==> src/rtl/music_seq_player.sv <==
// Tone sequencer for a passive buzzer. Walks an external synchronous
// note/duration ROM, plays each note for dur x UNIT_CYCLES clocks with a
// volume-scaled duty cycle, and supports loop, pause, stop and an
// end-of-song marker (duration 0).
//
// Control handshake: start and stop are single-cycle request pulses with no
// ready. start is accepted only while busy is low. stop is always accepted
// and wins over everything but rst. done is a one-cycle completion strobe,
// never raised by stop. ROM reads have one cycle of latency: rom_period and
// rom_dur always belong to the rom_addr of the previous cycle.
module music_seq_player #(
    parameter int CLK_FRE     = 50,
    parameter int UNIT_CYCLES = CLK_FRE * 1000000 / 8,
    parameter int ADDR_W      = 9,
    parameter int PERIOD_W    = 20,
    parameter int DUR_W       = 8
) (
    input  logic                clk,
    input  logic                rst,
    input  logic                start,
    input  logic                stop,
    input  logic                pause,
    input  logic                loop_en,
    input  logic [2:0]          vol,
    input  logic [ADDR_W-1:0]   song_len,
    output logic [ADDR_W-1:0]   rom_addr,
    input  logic [PERIOD_W-1:0] rom_period,
    input  logic [DUR_W-1:0]    rom_dur,
    output logic                buzzer,
    output logic                busy,
    output logic                paused,
    output logic                done
);

    typedef enum logic [2:0] {
        S_IDLE   = 3'd0,
        S_FETCH  = 3'd1,
        S_LOAD   = 3'd2,
        S_PLAY   = 3'd3,
        S_PAUSED = 3'd4,
        S_DONE   = 3'd5
    } state_t;

    localparam int UNIT_W = (UNIT_CYCLES > 1) ? $clog2(UNIT_CYCLES) : 1;
    localparam logic [UNIT_W-1:0] UNIT_LAST = UNIT_W'(UNIT_CYCLES - 1);

    state_t              state_q;
    state_t              state_d;
    logic [PERIOD_W-1:0] per_q;
    logic [PERIOD_W-1:0] ph_q;
    logic [PERIOD_W-1:0] on_time;
    logic [DUR_W-1:0]    dur_q;
    logic [DUR_W-1:0]    dur_cnt_q;
    logic [UNIT_W-1:0]   unit_cnt_q;
    logic [2:0]          vol_q;
    logic                note_last;
    logic                song_last;
    logic                advance;

    // Last cycle of the note: both the unit and duration counters at their top.
    assign note_last = (unit_cnt_q == UNIT_LAST) && (dur_cnt_q == dur_q - DUR_W'(1));
    assign song_last = (rom_addr == song_len - ADDR_W'(1));
    // Volume 7 gives per/4, volume 1 gives per/256.
    assign on_time   = per_q >> (4'd9 - {1'b0, vol_q});

    assign busy   = (state_q != S_IDLE);
    assign paused = (state_q == S_PAUSED);
    assign done   = (state_q == S_DONE);

    // State register.
    always_ff @(posedge clk) begin
        if (rst) begin
            state_q <= S_IDLE;
        end else begin
            state_q <= state_d;
        end
    end

    // Next-state decode; advance marks a PLAY cycle that moves the counters on.
    always_comb begin
        state_d = state_q;
        advance = 1'b0;
        case (state_q)
            S_IDLE: begin
                if (start && (song_len != '0)) state_d = S_FETCH;
            end
            S_FETCH: state_d = S_LOAD;
            S_LOAD: begin
                state_d = (rom_dur == '0) ? S_DONE : S_PLAY;
            end
            S_PLAY: begin
                // A pause arriving on the final cycle lets the note finish first.
                if (!pause || note_last) begin
                    advance = 1'b1;
                    if (note_last) begin
                        state_d = (song_last && !loop_en) ? S_DONE : S_FETCH;
                    end
                end else begin
                    state_d = S_PAUSED;
                end
            end
            S_PAUSED: begin
                if (!pause) state_d = S_PLAY;
            end
            S_DONE:  state_d = S_IDLE;
            default: state_d = S_IDLE;
        endcase
        if (stop) begin
            state_d = S_IDLE;
            advance = 1'b0;
        end
    end

    // Note latches, unit/duration/tone counters, ROM address and buzzer drive.
    always_ff @(posedge clk) begin
        if (rst) begin
            rom_addr   <= '0;
            per_q      <= '0;
            dur_q      <= '0;
            vol_q      <= '0;
            ph_q       <= '0;
            unit_cnt_q <= '0;
            dur_cnt_q  <= '0;
            buzzer     <= 1'b1;
        end else begin
            // Drive low only on a counted PLAY cycle inside the on-time window.
            buzzer <= ~(advance && (vol_q != 3'd0) && (per_q != '0) && (ph_q < on_time));
            if (stop) begin
                rom_addr <= '0;
            end else begin
                case (state_q)
                    S_LOAD: begin
                        per_q      <= rom_period;
                        dur_q      <= rom_dur;
                        vol_q      <= vol;
                        ph_q       <= '0;
                        unit_cnt_q <= '0;
                        dur_cnt_q  <= '0;
                    end
                    S_PLAY: begin
                        if (advance) begin
                            if ((per_q == '0) || (ph_q == per_q - PERIOD_W'(1))) begin
                                ph_q <= '0;
                            end else begin
                                ph_q <= ph_q + PERIOD_W'(1);
                            end
                            if (unit_cnt_q == UNIT_LAST) begin
                                unit_cnt_q <= '0;
                                dur_cnt_q  <= dur_cnt_q + DUR_W'(1);
                            end else begin
                                unit_cnt_q <= unit_cnt_q + UNIT_W'(1);
                            end
                            if (state_d == S_FETCH) begin
                                rom_addr <= song_last ? '0 : rom_addr + ADDR_W'(1);
                            end
                        end
                    end
                    S_DONE:  rom_addr <= '0;
                    default: ;
                endcase
            end
        end
    end

endmodule

==> config.mk <==
export PLATFORM = sky130hd
export DESIGN_NAME = music_seq_player
export DESIGN_NICKNAME = d
export VERILOG_FILES = /design/src/rtl/music_seq_player.sv
export SDC_FILE = /design/constraint.sdc
export NUM_CORES = 1
export LEC_CHECK = 0
export CORE_MARGIN = 2
export CORE_UTILIZATION = 35
export DETAILED_ROUTE_END_ITERATION = 16
export HOLD_SLACK_MARGIN = 0.05
export PLACE_DENSITY = 0.62
export SLEW_MARGIN = 20
export SYNTH_ARGS = -nofsm -noshare
export SYNTH_HDL_FRONTEND = slang
export SYNTH_SLANG_ARGS = --single-unit
==> constraint.sdc <==
create_clock -name clk -period 4.8 [get_ports clk]
set_input_delay 0.96 -clock clk [delete_from_list [all_inputs] [get_ports clk]]
set_output_delay 0.96 -clock clk [all_outputs]
set_load 0.05 [all_outputs]
==> impl_metrics.toml, run 1 <==
[placed_design]
place_area_um2 = 7820
dp_hpwl_um = 13400
gp_congestion = 0.837
place_inst = 1201
io_buffers = 58

[setup_path]
crit_path_max_fanout = 8
critPathCaptureType = "flip-flop"
crit_type = "primary input to flip-flop"
start_kind = "primary input"
critPathRequiredTime_ns = 5.06
cp.arrival_ns = 4.26

[logic_synthesis]
async_flop_share_pct = 0
synth.most_common_cell = "nand2_1"
avgSynthCellArea_um2 = 7.63
syn_area_um2 = 7120
synth.distinct_cells = 71
netlist_instances = 933
synth_nets = 1007
synth_enable_flop_cells = 0
synthTopCellsByCount = "nand2_1 (126), dfxtp_1 (95), a21oi_1 (76)"
synth_top_cell_by_area = "dfxtp_1"
synth-main-ff-cell = "dfxtp_1"
synth_area_leaders = "dfxtp_1 (27%), nand2_1 (6.6%), a21oi_1 (5.3%), xnor2_1 (5.3%), ha_1 (4.9%)"
synth_top_area_share_pct = 26.7
synth-seq-cells = 95
yosysWarnings = 0
seq_area_frac_synth_pct = 26.7

[layout]
syn_to_final_growth_pct = 14.2
utilization_pct = 40.4
fin_area_um2 = 8130
nets = 1016
n_fill_cell = 2029
layoutNonFillerInstCount = 1216
antenna_cells = 0
drive_gt1_share_pct = 7.82

[clock_tree]
ctsHtreeMaxLevel = 3
clock_latency_ns = 0.36
ctsResizeCount = 0
clk_pin_slew_ns = 0.08
cts.path.max_buffers = 2
cts_buffers = 9
tritoncts = "done"
cts_root_buf = "clkbuf_16"
clkSinkCount = 95
post_cts_buffers = 0
cts_hold_buf = 0

[power_and_ir_drop]
power.density_nw_per_um2 = 214
pwr-share-comb_pct = 8.4
pwr-share-clk_pct = 45.7
peakVddDrop_v = 0.000132
p_sw_share_pct = 24.1
p_sw_mw = 0.419
seqPwrFrac_pct = 45.9
internal-power_mw = 1.32
p_leak_nw = 2.92

[detailed_routing]
wirelength_um = 18500
drtIter0Drc = 420
wl_per_cell_um = 15.3
drcViolationCount = 0
drt-vias-per-instance = 5.45
ant_nets = 0
dr_total_vias = 6630
first_pass_iters = 5

[timing]
slew_headroom_pct = 43.6
fin_setup_tns_ns = 0
tightest_slew_ns = 0.846
hold_slack_ns = 0.470
rsz0062_at_grt = "false"
finalCriticalPeriod_ns = 4.00
hold_viol = 0
period_share_pct = 83.4
slew_violations = 0
timing.fmax_mhz = 250
fin_skew_ns = 0.0145
setup_viol = 0

[floorplanning]
initial_core_util_pct = 35.4
ios = 59
chipWidth_um = 147
rows = 52
die_height_um = 147
coreArea_um2 = 20100
die-area_um2 = 21500

[run_status]
status = "complete, no violations"

[flow_run]
maxCapViolations = 0

[global_route]
grt_pass1_wl_um = 30600
grt_max_degree = 47
first_global_vias = 6033
antenna_found_initial = 0
grt.total_usage_pct = 17.2
grt_overflow_total = 0

[min_path]
hp-class = "flip-flop to flip-flop"
-- power groups by stage --
stage	Sequential, mW	Combinational (mW)	Clock, mW
global placement	0.816	0.145	0
detailed placement	0.816	0.146	0
CTS	0.797	0.147	0.810
global route	0.798	0.160	0.835
finish	0.797	0.146	0.794
floorplan	0.811	0.0864	0
-- state kept, by name, summed over array words and instances (netlist names) --
register,count
dur_cnt_q,8
state_q,3
vol_q,3
unit_cnt_q,23
rom_addr,9
per_q,20
ph_q,20
dur_q,8
buzzer,1
-- cells in the final DEF, fill, tap and decap left out, types with 9 or more instances in the layout --
cell type / count
a21o_1: 9
a21oi_1: 76
a31oi_1: 13
and3_1: 23
buf_4: 9
clkbuf_16: 9
clkdlybuf4s50_1: 57
dfxtp_1: 95
ha_1: 28
inv_1: 23
mux2i_1: 24
nand2_1: 126
nand2b_1: 17
nand3_1: 30
nand4_1: 22
nor2_1: 68
nor3_1: 40
nor4_1: 19
o211ai_1: 14
o21ai_0: 33
or3_1: 9
xnor2_1: 43
xor2_1: 24
-- path summary, 6_finish.rpt --
check	from	end	slack [ns]	cells past startpoint
setup reg to reg	vol_q[2]$_SDFFE_PP0P_	buzzer$_SDFF_PP1_	1.41	13
hold reg to reg	vol_q[2]$_SDFFE_PP0P_	vol_q[2]$_SDFFE_PP0P_	0.47	2
setup / recovery	song_len[0]	rom_addr[2]$_SDFFE_PP0P_	0.80	11
hold / removal	vol_q[2]$_SDFFE_PP0P_	vol_q[2]$_SDFFE_PP0P_	0.47	2
-- through the flow --
step | power [mW] | setup WS [ns]
CTS | 1.75 | 0.876
global route | 1.79 | 0.636
finish | 1.74 | 0.798
global placement | 0.961 | 0.647
detailed placement | 0.962 | 0.499
floorplan | 0.897 | 0.952
-- cells by family (layout without fill, tap and decap cells) --
kind of cell	after synthesis	count (layout)	synth area share, %
AOI/OAI and AO/OA	186	186	16.7
adders and majority gates	28	28	4.92
buffers and inverters	93	106	5.36
xor gates and xnor gates	67	67	8.24
and+or+nand+nor	428	428	32.2
muxes	36	36	5.90
DFF	95	95	26.7
-- routing by layer --
metal	wire length, µm	share of wire, %	GRT usage (%)	up-vias
met3	573	3.1	2.50	20
met2	8640	47	28.0	99
li1	-	-	-	3371
met5	0	0	0	-
met1	9040	49	23.4	3140
met4	298	1.6	5.73	0
-- final cells by class --
class	count	area, µm²	area share (%)
repair buffers	67	643	7.91
clock inverters	6	91.3	1.12
clock buffers	9	225	2.77
well taps	270	338	4.15
flip-flops and latches	95	1900	23.4
multi-input cells	745	4840	59.5
inverters	24	90.1	1.11
-- critical path: stages --
cell and delay, ns:
clkdlybuf4s50_1 0.47, inv_1 0.10, ha_1 0.19, or3b_1 0.44, or4b_1 0.51, a211oi_1 0.25, o311ai_1 0.16, nor3_1 0.34
o21ai_0 0.27, and3_1 0.32, a32o_1 0.25
Note: power is estimated with default switching activity, not from simulation.
==> run 2: changes to the inputs <==
==> constraint.sdc (replaced) <==
create_clock -name clk -period 3.7 [get_ports clk]
set_input_delay 0.74 -clock clk [delete_from_list [all_inputs] [get_ports clk]]
set_output_delay 0.74 -clock clk [all_outputs]
set_load 0.05 [all_outputs]
==> run 2 against run 1 <==
Against the previous run: total power is 28% higher; register-to-register slack worse by 0.94 ns; hold slack better by 0.0091 ns; routed wire length is 0.56% higher; highest routed layer unchanged; die area stayed put; global-route usage is 0.30 points higher; largest power group unchanged; critical path type unchanged.
==> impl_metrics.toml, run 2 (synthesis results as in run 1) <==
[run_status]
status = "complete, no violations"

[detailed_routing]
drcViolationCount = 0
drt-vias-per-instance = 5.44
wirelength_um = 18700
drtIter0Drc = 356
first_pass_iters = 5
dr_total_vias = 6717
wl_per_cell_um = 15.1
ant_nets = 0

[global_route]
grt_max_degree = 50
grt_pass1_wl_um = 31100
grt_util_met1_pct = 23.9
grt_overflow_total = 0
grt_util_met3_pct = 2.78
grt.total_usage_pct = 17.5
grt.met2_usage_pct = 28.5
top_usage_layer = "met2"
first_global_vias = 6155
antenna_found_initial = 0

[power_and_ir_drop]
p_sw_share_pct = 25.0
internal-power_mw = 1.67
p_total_mw = 2.23
p_sw_mw = 0.558
pwr-share-comb_pct = 8.8
p_leak_nw = 3.00
seqPwrFrac_pct = 46.4
peakVddDrop_v = 0.000148
pwr-share-clk_pct = 44.8
power.density_nw_per_um2 = 269

[timing]
setup_viol = 0
hold_viol = 0
timing.fmax_mhz = 291
fin_skew_ns = 0.0106
slew_violations = 0
finalCriticalPeriod_ns = 3.44
slew_headroom_pct = 49.0
rsz0062_at_grt = "false"
fin_setup_tns_ns = 0
hold_slack_ns = 0.479
period_share_pct = 93.0
tightest_slew_ns = 0.762

[clock_tree]
cts_root_buf = "clkbuf_16"
cts_buffers = 9
tritoncts = "done"
ctsHtreeMaxLevel = 3
cts.path.max_buffers = 2
clk_pin_slew_ns = 0.08
clkSinkCount = 95
post_cts_buffers = 0
clock_latency_ns = 0.36

[layout]
top_register = "unit_cnt_q"
drive_gt1_share_pct = 9.75
nets = 1033
top_regs = "unit_cnt_q (23), per_q (20), ph_q (20)"
multiInputGateArea_um2 = 4850
syn_to_final_growth_pct = 16.3
seq_area_um2 = 1900
n_fill_cell = 2010
final_cell_mix = "nand2_1 (126), dfxtp_1 (95), a21oi_1 (76)"
largest_reg_flops = 23
final_common_cell = "nand2_1"
antenna_cells = 0

[floorplanning]
ios = 59
die-area_um2 = 21500
rows = 52
initial_core_util_pct = 35.4
coreArea_um2 = 20100
chipWidth_um = 147
die_height_um = 147

[setup_path]
critPathCaptureType = "flip-flop"
rr_startpoint = "per_q[1]$_SDFFE_PP0P_"
startpoint = "song_len[0]"
crit_path_max_fanout = 9
critPathRequiredTime_ns = 3.96
crit_type = "primary input to flip-flop"
start_kind = "primary input"
cp.arrival_ns = 3.70

[flow_run]
maxCapViolations = 0

[placed_design]
io_buffers = 58
gp_congestion = 0.854
dp_hpwl_um = 13500

[min_path]
hold_path.startpoint = "vol_q[2]$_SDFFE_PP0P_"
hp-class = "flip-flop to flip-flop"
[run 2: layout make-up]
cell class | instances | area share (%)
Timing Repair Buffer | 84 | 9.46
Inverter | 24 | 1.09
Multi-Input combinational cell | 745 | 58.6
Clock inverter | 6 | 0.892
Clock buffer | 10 | 2.89
Sequential cell | 95 | 23.0
Tap cell | 270 | 4.08
[run 2: worst max-delay path: stages]
cell,delay [ns]
clkdlybuf4s50_1,0.42
inv_1,0.07
ha_1,0.19
or3b_1,0.39
or4b_1,0.51
a211oi_1,0.29
o311ai_2,0.18
o21ba_1,0.32
and3_1,0.33
a32o_1,0.25
[run 2: power by group through the flow]
stage	clock network [mW]	registers [mW]	logic (mW)
final	1.00	1.03	0.196
after global routing	1.06	1.04	0.215
after CTS	1.02	1.03	0.195
after detailed placement	0	1.06	0.194
after global placement	0	1.06	0.193
after floorplan	0	1.05	0.112
[run 2: path summary, 6_finish.rpt]
path	depth (start not counted)	endpoint	slack, ns
setup reg to reg	11	ph_q[7]$_SDFFE_PP0P_	0.47
setup / recovery	10	rom_addr[8]$_SDFFE_PP0P_	0.26
hold / removal	2	vol_q[2]$_SDFFE_PP0P_	0.48
hold reg to reg	2	vol_q[2]$_SDFFE_PP0P_	0.48
[run 2: repair_timing]
action | 4_1_cts | 5_1_grt
hold buffers | 0 | 0
hold endpoints to repair | 0 | 0
setup endpoints to repair | 0 | 9
resized for setup | 0 | 3
[run 2: layer usage]
metal | vias to the layer above | share of wire (%)
li1 | 3401 | -
met1 | 3178 | 48
met2 | 124 | 47
met3 | 14 | 4.0
met4 | 0 | 1.4
met5 | - | 0
[run 2: through the flow]
step | util, % | worst slack, ns | instance area [µm²] | instances
finish | 41.2 | 0.258 | 8280 | 1234
global route | 41.2 | 0.0263 | 8280 | 1234
global placement | 39.6 | -0.0192 | 7960 | 1218
detailed placement | 39.6 | -0.149 | 7960 | 1218
floorplan | - | 0.134 | 7120 | 933
CTS | 41.1 | 0.223 | 8270 | 1234
==> run 3: changes to the inputs <==
--- a/config.mk
+++ b/config.mk
@@ -5,11 +5,13 @@
 export SDC_FILE = /design/constraint.sdc
 export NUM_CORES = 1
 export LEC_CHECK = 0
+export CELL_PAD_IN_SITES_DETAIL_PLACEMENT = 1
+export CELL_PAD_IN_SITES_GLOBAL_PLACEMENT = 1
 export CORE_MARGIN = 2
 export CORE_UTILIZATION = 35
 export DETAILED_ROUTE_END_ITERATION = 16
 export HOLD_SLACK_MARGIN = 0.05
-export PLACE_DENSITY = 0.62
+export PLACE_DENSITY = 0.76
 export SLEW_MARGIN = 20
 export SYNTH_ARGS = -nofsm -noshare
 export SYNTH_HDL_FRONTEND = slang
==> run 3 against run 2 <==
Against the previous run: routed wire length rose by 13%; setup slack got worse by 0.0065 ns; sequential cell count unchanged; largest power group is now the clock network; highest routed layer unchanged; clock power up 4%.
==> impl_metrics.toml, run 3 (synthesis results as in run 1) <==
[layout]
drive_gt1_share_pct = 9.47
final_cell_mix = "nand2_1 (126), dfxtp_1 (95), a21oi_1 (76)"
fin_area_um2 = 8310
multiInputGateArea_um2 = 4860
antenna_cells = 0
seq_area_um2 = 1900
largest_reg_flops = 23
nets = 1031
n_fill_cell = 2456
final_common_cell = "nand2_1"
layoutNonFillerInstCount = 1231
top_regs = "unit_cnt_q (23), per_q (20), ph_q (20)"
syn_to_final_growth_pct = 16.6
top_register = "unit_cnt_q"

[timing]
period_share_pct = 93.2
timing.fmax_mhz = 290
fin_skew_ns = 0.00588
slew_headroom_pct = 43.5
rsz0062_at_grt = "false"
fin_setup_tns_ns = 0
setup_viol = 0
finalCriticalPeriod_ns = 3.45
hold_viol = 0
slew_violations = 0
hold_slack_ns = 0.472
tightest_slew_ns = 0.844

[setup_path]
critPathCaptureType = "flip-flop"
crit_path_max_fanout = 6
start_kind = "primary input"
ff2ff_setup_slack_ns = 0.40
critPathRequiredTime_ns = 3.94
cp.arrival_ns = 3.69
crit_type = "primary input to flip-flop"

[floorplanning]
coreArea_um2 = 20100
initial_core_util_pct = 35.4
rows = 52
die_height_um = 147
chipWidth_um = 147
die-area_um2 = 21500
ios = 59

[placed_design]
dp_hpwl_um = 15700
place_inst = 1216
io_buffers = 58
place_area_um2 = 7970
gp_congestion = 0.825

[power_and_ir_drop]
p_sw_mw = 0.540
p_sw_share_pct = 23.8
peakVddDrop_v = 0.000158
pwr-share-comb_pct = 8.9
p_leak_nw = 3.01
internal-power_mw = 1.73
seqPwrFrac_pct = 45.5
power.density_nw_per_um2 = 274
pwr-share-clk_pct = 45.6

[detailed_routing]
drtIter0Drc = 374
drcViolationCount = 0
dr_total_vias = 6942
wl_per_cell_um = 17.2
ant_nets = 0
drt-vias-per-instance = 5.64
wirelength_um = 21100
first_pass_iters = 4

[clock_tree]
cts_buffers = 9
cts.path.max_buffers = 2
cts_root_buf = "clkbuf_16"
clk_pin_slew_ns = 0.07
tritoncts = "done"
clkSinkCount = 95
clock_latency_ns = 0.35
ctsHtreeMaxLevel = 3

[global_route]
grt.total_usage_pct = 20.0
first_global_vias = 6960
grt_max_degree = 47
grt_pass1_wl_um = 35400
antenna_found_initial = 0
grt_overflow_total = 0

[flow_run]
maxCapViolations = 0

[min_path]
hp-class = "flip-flop to flip-flop"

[run_status]
status = "complete, no violations"
==> run 3: worst max-delay path: stages <==
cell	delay [ns]
clkdlybuf4s50_1	0.42
inv_1	0.06
ha_1	0.17
or3b_1	0.37
buf_4	0.16
o21ai_0	0.21
a211oi_1	0.12
o311ai_2	0.39
nor3_2	0.10
o21ai_0	0.27
buf_4	0.21
buf_12	0.11
nand3_1	0.07
a32o_1	0.29
==> run 3: path summary, 6_finish.rpt <==
kind                              start                        to  cells past startpoint
hold reg to reg   vol_q[2]$_SDFFE_PP0P_     vol_q[2]$_SDFFE_PP0P_                      2
setup reg to reg  vol_q[1]$_SDFFE_PP0P_         buzzer$_SDFF_PP1_                     14
hold / removal    vol_q[2]$_SDFFE_PP0P_     vol_q[2]$_SDFFE_PP0P_                      2
setup / recovery            song_len[1]  rom_addr[6]$_SDFFE_PP0P_                     14
==> run 3: metrics by stage <==
stage / utilization [%] / setup WS (ns) / power [mW]
after floorplan: - / 0.134 / 1.16
after global placement: 39.6 / 0.0374 / 1.25
after detailed placement: 39.6 / -0.162 / 1.26
after CTS: 41.2 / 0.182 / 2.30
after global routing: 41.3 / 0.0422 / 2.36
final: 41.3 / 0.252 / 2.27
==> run 3: power by group through the flow <==
stage	Combinational (mW)	Sequential [mW]	Clock, mW
3_5_place_dp	0.200	1.06	0
5_1_grt	0.221	1.03	1.11
2_1_floorplan	0.112	1.05	0
4_1_cts	0.201	1.03	1.07
3_3_place_gp	0.196	1.06	0
6_report	0.202	1.03	1.04
==> run 3: per-layer routing <==
layer / share of wire [%] / up-vias / wire, µm / GRT usage (%)
met1: 50 / 3419 / 10500 / 28.0
met5: 0 / - / 0 / 0
met3: 2.9 / 23 / 618 / 3.00
met4: 1.4 / 0 / 300 / 5.24
met2: 46 / 99 / 9690 / 32.0
li1: - / 3401 / - / -
==> run 3: layout make-up <==
cell class | count | share of cell area [%]
multi-input combinational | 745 | 58.5
sequential | 95 | 22.9
timing repair buffer | 82 | 9.55
tap | 270 | 4.07
clock buffer | 11 | 2.92
inverter | 24 | 1.08
clock inverter | 4 | 0.934
==> run 3: repair_timing <==
item,CTS,global route
hold buffers,0,0
endpoints found under the setup margin,0,17
gates resized for setup,0,4
setup buffers,0,0
